$ cat src/rtl/mem_pkg.sv
// Shared types and default constants for the memory-stage controller.
package mem_pkg;

  localparam int unsigned DefBaseAddr   = 1024;
  localparam int unsigned DefDepth      = 64;
  localparam int unsigned DefWaitCycles = 4;
  localparam int unsigned CntW          = 4;

  typedef enum logic [1:0] {
    StIdle,
    StAccess,
    StDone
  } state_e;

endpackage

$ cat src/rtl/mem_access_ctrl_if.sv
// EXE-register inputs and MEM-register outputs of the memory stage.
interface mem_access_ctrl_if;

  logic        wb_en_in;
  logic        mem_r_en_in;
  logic        mem_w_en_in;
  logic [31:0] alu_res_in;
  logic [31:0] val_rm_in;
  logic [3:0]  dest_in;

  logic        ready;
  logic [31:0] mem_result;
  logic        addr_err;
  logic        wb_en_out;
  logic        mem_r_en_out;
  logic [31:0] alu_res_out;
  logic [3:0]  dest_out;

  modport master (
    output wb_en_in, mem_r_en_in, mem_w_en_in, alu_res_in, val_rm_in, dest_in,
    input  ready, mem_result, addr_err, wb_en_out, mem_r_en_out, alu_res_out, dest_out
  );

  modport slave (
    input  wb_en_in, mem_r_en_in, mem_w_en_in, alu_res_in, val_rm_in, dest_in,
    output ready, mem_result, addr_err, wb_en_out, mem_r_en_out, alu_res_out, dest_out
  );

endinterface

$ cat src/rtl/data_mem_array.sv
// Single-port synchronous data RAM, Depth x 32, registered read data.
module data_mem_array #(
  parameter int unsigned Depth = 64,
  parameter int unsigned AddrW = 6
) (
  input  logic             clk_i,
  input  logic             we_i,
  input  logic [AddrW-1:0] addr_i,
  input  logic [31:0]      wdata_i,
  output logic [31:0]      rdata_o
);

  logic [31:0] mem_q [Depth];
  logic [31:0] rdata_q;

  // Write on we_i; read data registered every cycle from the current address.
  always_ff @(posedge clk_i) begin
    if (we_i) begin
      mem_q[addr_i] <= wdata_i;
    end
    rdata_q <= mem_q[addr_i];
  end

  assign rdata_o = rdata_q;

endmodule

$ cat src/rtl/mem_access_ctrl.sv
// Memory stage: fixed-latency load/store FSM driving the pipeline freeze.
module mem_access_ctrl
  import mem_pkg::*;
#(
  parameter int unsigned BASE_ADDR   = DefBaseAddr,
  parameter int unsigned DEPTH       = DefDepth,
  parameter int unsigned WAIT_CYCLES = DefWaitCycles
) (
  input logic              clk,
  input logic              rst,
  mem_access_ctrl_if.slave bus
);

  localparam int unsigned AddrW = (DEPTH > 1) ? $clog2(DEPTH) : 1;

  state_e            state_q, state_d;
  logic [CntW-1:0]   cnt_q, cnt_d;
  logic [31:0]       mem_result_q, mem_result_d;
  logic              addr_err_q, addr_err_d;

  logic              req, is_load, commit, ram_we, out_of_range;
  logic [31:0]       offset, idx, ram_rdata;

  assign bus.wb_en_out    = bus.wb_en_in;
  assign bus.mem_r_en_out = bus.mem_r_en_in;
  assign bus.alu_res_out  = bus.alu_res_in;
  assign bus.dest_out     = bus.dest_in;

  assign req     = bus.mem_r_en_in | bus.mem_w_en_in;
  // Store wins when both enables are set.
  assign is_load = bus.mem_r_en_in & ~bus.mem_w_en_in;

  assign offset       = bus.alu_res_in - BASE_ADDR;
  assign idx          = offset >> 2;
  assign out_of_range = (bus.alu_res_in < BASE_ADDR) | (idx >= DEPTH);

  // Reset on the commit edge aborts the write.
  assign ram_we = commit & bus.mem_w_en_in & ~out_of_range & ~rst;

  data_mem_array #(
    .Depth (DEPTH),
    .AddrW (AddrW)
  ) u_ram (
    .clk_i   (clk),
    .we_i    (ram_we),
    .addr_i  (idx[AddrW-1:0]),
    .wdata_i (bus.val_rm_in),
    .rdata_o (ram_rdata)
  );

  // State, wait counter and result registers with synchronous reset.
  always_ff @(posedge clk) begin
    if (rst) begin
      state_q      <= StIdle;
      cnt_q        <= '0;
      mem_result_q <= '0;
      addr_err_q   <= 1'b0;
    end else begin
      state_q      <= state_d;
      cnt_q        <= cnt_d;
      mem_result_q <= mem_result_d;
      addr_err_q   <= addr_err_d;
    end
  end

  // Next-state, countdown and commit decode.
  always_comb begin
    state_d      = state_q;
    cnt_d        = cnt_q;
    commit       = 1'b0;
    unique case (state_q)
      StIdle: begin
        if (req) begin
          state_d = StAccess;
          cnt_d   = CntW'(WAIT_CYCLES - 1);
        end
      end
      StAccess: begin
        if (cnt_q != '0) begin
          cnt_d = cnt_q - 1'b1;
        end else begin
          commit  = 1'b1;
          state_d = StDone;
        end
      end
      StDone:  state_d = StIdle;
      default: state_d = StIdle;
    endcase

    // RAM read data was latched while the address was already stable.
    mem_result_d = mem_result_q;
    if (commit && is_load) begin
      mem_result_d = out_of_range ? '0 : ram_rdata;
    end
    addr_err_d = commit & out_of_range;
  end

  assign bus.ready      = ~((state_q == StIdle) & req) & (state_q != StAccess);
  assign bus.mem_result = mem_result_q;
  assign bus.addr_err   = addr_err_q;

endmodule

$ cat src/flat_wrapper.sv
// flat-port wrapper written by rule: the top's interface ports become plain ports
module mem_access_ctrl_flat import mem_pkg::*;
#(
  parameter int unsigned BASE_ADDR   = DefBaseAddr,
  parameter int unsigned DEPTH       = DefDepth,
  parameter int unsigned WAIT_CYCLES = DefWaitCycles
)
  (clk, rst, bus_wb_en_in, bus_mem_r_en_in, bus_mem_w_en_in, bus_alu_res_in, bus_val_rm_in, bus_dest_in, bus_ready, bus_mem_result, bus_addr_err, bus_wb_en_out, bus_mem_r_en_out, bus_alu_res_out, bus_dest_out);
  mem_access_ctrl_if bus_i ();
  input logic clk;
  input logic rst;
  input wire logic [$bits(bus_i.wb_en_in)-1:0] bus_wb_en_in;
  input wire logic [$bits(bus_i.mem_r_en_in)-1:0] bus_mem_r_en_in;
  input wire logic [$bits(bus_i.mem_w_en_in)-1:0] bus_mem_w_en_in;
  input wire logic [$bits(bus_i.alu_res_in)-1:0] bus_alu_res_in;
  input wire logic [$bits(bus_i.val_rm_in)-1:0] bus_val_rm_in;
  input wire logic [$bits(bus_i.dest_in)-1:0] bus_dest_in;
  output wire logic [$bits(bus_i.ready)-1:0] bus_ready;
  output wire logic [$bits(bus_i.mem_result)-1:0] bus_mem_result;
  output wire logic [$bits(bus_i.addr_err)-1:0] bus_addr_err;
  output wire logic [$bits(bus_i.wb_en_out)-1:0] bus_wb_en_out;
  output wire logic [$bits(bus_i.mem_r_en_out)-1:0] bus_mem_r_en_out;
  output wire logic [$bits(bus_i.alu_res_out)-1:0] bus_alu_res_out;
  output wire logic [$bits(bus_i.dest_out)-1:0] bus_dest_out;
  assign bus_i.wb_en_in = bus_wb_en_in;
  assign bus_i.mem_r_en_in = bus_mem_r_en_in;
  assign bus_i.mem_w_en_in = bus_mem_w_en_in;
  assign bus_i.alu_res_in = bus_alu_res_in;
  assign bus_i.val_rm_in = bus_val_rm_in;
  assign bus_i.dest_in = bus_dest_in;
  assign bus_ready = bus_i.ready;
  assign bus_mem_result = bus_i.mem_result;
  assign bus_addr_err = bus_i.addr_err;
  assign bus_wb_en_out = bus_i.wb_en_out;
  assign bus_mem_r_en_out = bus_i.mem_r_en_out;
  assign bus_alu_res_out = bus_i.alu_res_out;
  assign bus_dest_out = bus_i.dest_out;
  mem_access_ctrl #(.BASE_ADDR(BASE_ADDR), .DEPTH(DEPTH), .WAIT_CYCLES(WAIT_CYCLES)) u_core (.clk(clk), .rst(rst), .bus(bus_i));
endmodule
$ cat config.mk
export PLATFORM = sky130hd
export DESIGN_NAME = mem_access_ctrl_flat
export DESIGN_NICKNAME = d
export VERILOG_FILES = /design/src/rtl/mem_pkg.sv /design/src/rtl/mem_access_ctrl_if.sv /design/src/rtl/data_mem_array.sv /design/src/rtl/mem_access_ctrl.sv /design/src/flat_wrapper.sv
export SDC_FILE = /design/constraint.sdc
export NUM_CORES = 2
export LEC_CHECK = 0
export CAP_MARGIN = 20
export CORE_ASPECT_RATIO = 0.75
export CORE_UTILIZATION = 31
export DETAILED_ROUTE_END_ITERATION = 7
export HOLD_SLACK_MARGIN = 0.08
export SYNTH_ARGS = -nofsm -noshare
export SYNTH_HDL_FRONTEND = slang
export SYNTH_HIERARCHICAL = 1
export SYNTH_SLANG_ARGS = --single-unit
$ cat constraint.sdc
create_clock -name clk -period 11 [get_ports clk]
set_input_delay 1.65 -clock clk [delete_from_list [all_inputs] [get_ports clk]]
set_output_delay 1.65 -clock clk [all_outputs]
set_load 0.02 [all_outputs]
==> summary.md <==
| Metric | Value |
|---|---|
| Startpoint of the worst register-to-register path | u_core/cnt_q[0] |
| Final Hold Violating Endpoints | 0 |
| Core Util, Final | 35.8% |
| Failing checks | design-rule violations |
| WL final | 251 mm |
| Final #Nets | 4,733 |
| Critical path startpoint category | primary input |
| CTS buffer count | 192 |
| Minimum clock period | 6.57 ns |
| Cts repair resizes | 0 |
| CTS Sinks | 2,119 |
| Power Density | 175 nW/um^2 |
| Post-synthesis sequential area ratio | 77.1% |
| WP data arrival | 7.00 ns |
| Top cells by area, synth | edfxtp_1 75%, mux2i_1 3.2%, mux4_2 2.6% |
| Max-slew violation count | 0 |
| Post-CTS setup buffer count | 0 |
| Worst slew pin tran | 1.23 ns |
| Top-count cell post-synth | edfxtp_1 |
| Worst reg-to-reg path cell count | 11 |
| Setup TNS | 0 ns |
| Post-synth EDFFs | 2,048 |
| Root buf cell | clkbuf_16 |
| RSZ-0062 raised after global routing | false |
| Die ar. | 265,000 sq um |
| First-pass GRT wire length | 346 mm |
| Largest net degree at the start of global routing | 126 |
| Die Height | 446 um |
| DRT iter0 DRCs | 7,309 |
| Hold Crit Depth | 2 |
| Starting Density | 31.3% |
| Critical R2R Capture | u_core/u_ram/mem_q[51][20] |
| Worst-path clk slew | 0.07 ns |
| Hold path endpoint | u_core/bus.mem_result[18] |
| Most frequent cells after synthesis | 2,048 x edfxtp_1, 259 x mux2i_1, 188 x a22oi_1 |
| Status | finished, violations left |
| Slew headroom | 18.2% |
| CP endpoint kind | flip-flop |
| HP Start | u_core/bus.mem_result[18] |
| Gr usage total | 18.3% |
| Async set or reset register ratio after synthesis | 0% |
| Die Width | 594 um |
| CTS tree | yes |
| Synth area leader | edfxtp_1 |
| Reg2reg setup slack | 5.85 ns |
| Max clock buf depth | 4 |
| Drt first pass iters | 8 |
| HPWL Detailed | 150 mm |
| Synth Flop Type | edfxtp_1 |
| Max-Cap Viols | 0 |
| Filler cells | 24.1k |
| Yosys Warn Count | 6 |
| Avg WL per Cell | 30.4 um |
| Worst Skew | 0.0483 ns |
| Post-synth top area share | 75.3% |
| Post-Syn Nets | 4,638 |
| PortBufs | 130 |
| Avg Vias per Cell | 5.63 |
| Clock latency on the worst-skew pair | 0.85 ns |
| Final setup violating endpoints | 0 |
| WP data required | 11.43 ns |
| Final period util | 59.8% |
| CP Max Fanout | 33 |
| Area Growth Syn to Fin | 14.5% |
| Routed Antenna Nets | 0 |
| Number of global-route vias before repair | 43.0k |
| Number of placed I/O pins | 145 |
| Peak supply drop | 118 uV |
| Synth Instances | 4,563 |
| Post-Syn Area | 81,600 sq um |
| Total congestion overflow | 0 |
| Row cnt | 162 |
| Share of cells above drive strength 1 | 16.7% |
| Core area | 261,000 sq um |
| Crit Path Class | primary input to flip-flop |
| GP Congestion | 0.944 |
| Antenna violations before repair | 28 |
| Syn avg cell area | 17.9 sq um |
| Via count | 46.5k |
| Leak Pwr | 29.1 nW |
| FMAX | 0.152 GHz |
| # hold bufs at CTS | 0 |
| Worst min path class | flip-flop to flip-flop |
| H-Tree Depth | 4 |
| Total design power | 16.3 mW |
| Yosys cell types | 70 |
| Yosys reg bits | 2,119 |
| DRC | 3 |
-- registers in the layout, summed over array words and instances (netlist names) --
| register | count |
|---|---|
| u_core/u_ram/rdata_o | 32 |
| u_core/u_ram/mem_q | 2048 |
| u_core/cnt_q | 4 |
| u_core/bus.addr_err | 1 |
| u_core/bus.mem_result | 32 |
| u_core/state_q | 2 |
-- how the worst max path moves through the flow --
stage / from / end
3_5_place_dp: bus_alu_res_in[10] / u_core/u_ram/mem_q[23][7]
5_1_grt: bus_alu_res_in[10] / u_core/u_ram/mem_q[27][16]
2_1_floorplan: bus_alu_res_in[14] / u_core/u_ram/mem_q[11][0]
3_3_place_gp: bus_alu_res_in[10] / u_core/u_ram/mem_q[3][21]
6_report: bus_alu_res_in[10] / u_core/u_ram/mem_q[51][20]
4_1_cts: bus_alu_res_in[10] / u_core/u_ram/mem_q[23][9]
-- cell type report --
cell class	instances	area, sq um	area share, %
multi-input combinational	2037	17400	18.6
clock inverter	83	608	0.651
timing repair buffer	269	2810	3.00
antenna	6	15.0	0.0161
tap	3444	4310	4.61
sequential	2119	62900	67.3
clock buffer	256	5210	5.58
inverter	39	154	0.165
-- power breakdown --
group	switching, mW	internal, mW	leakage [nW]
clock	2.91	3.51	2.85
combinational	0.717	0.261	7.29
sequential	0.0519	8.86	19.0
total	3.68	12.6	29.1
-- routing by layer --
metal	vias to the layer above	routed length, um	part of all wire [%]	track usage (%)
met5	-	88	0.035	0
met3	403	33700	13	6.21
met4	14	7250	2.9	4.86
met2	2978	103000	41	25.6
li1	18973	-	-	-
met1	24101	106000	42	26.8
-- cell usage in the layout (no fill, tap or decap), drive strengths merged, types with 14 or more instances in the layout --
master            n
or4              20
a221oi          176
mux2i           259
and3             85
a221o            15
nand2            61
a222oi           16
inv              42
mux4             96
a2111oi          15
o2bb2ai          15
nor4             50
a31oi            44
edfxtp         2048
dfxtp            71
clkdlybuf4s50    95
nor2            154
a22o             66
clkinv           70
nor3             26
o31ai            34
mux2            147
nand4            35
nand2b           19
o22ai            93
a211oi           18
buf             174
o22a             70
nand3            55
or4b             14
a21oi           122
a22oi           188
clkbuf          256
o21ai            87
-- cell families after synthesis --
group | Yosys count | share of synthesized area [%]
fa+ha+maj | 2 | 0.0307
simple gates | 555 | 3.65
mux | 502 | 7.85
flops | 2119 | 77.1
xor+xnor | 3 | 0.0322
compound gates | 975 | 8.98
buf+inv | 407 | 2.36
-- per-stage QoR --
step,cell area [sq um],setup slack [ns],hold WS [ns],cells
3_3_place_gp,86800,3.66,0.443,7869
2_1_floorplan,81600,5.42,0.491,4563
3_5_place_dp,86900,3.71,0.446,7875
6_report,93400,4.43,0.460,8253
5_1_grt,93400,4.30,0.486,8249
4_1_cts,92700,4.59,0.463,8214
-- worst max-delay path, stage by stage --
cell and delay [ns]:
clkdlybuf4s50_1 0.66, nor4b_1 0.38, and4b_1 0.95, nand3_1 0.27, nor4_2 0.84, buf_4 0.28
nor2b_1 0.25, nand2_1 0.42, buf_4 0.38, nor2_4 0.84
Note: power is estimated with default switching activity, not from simulation.
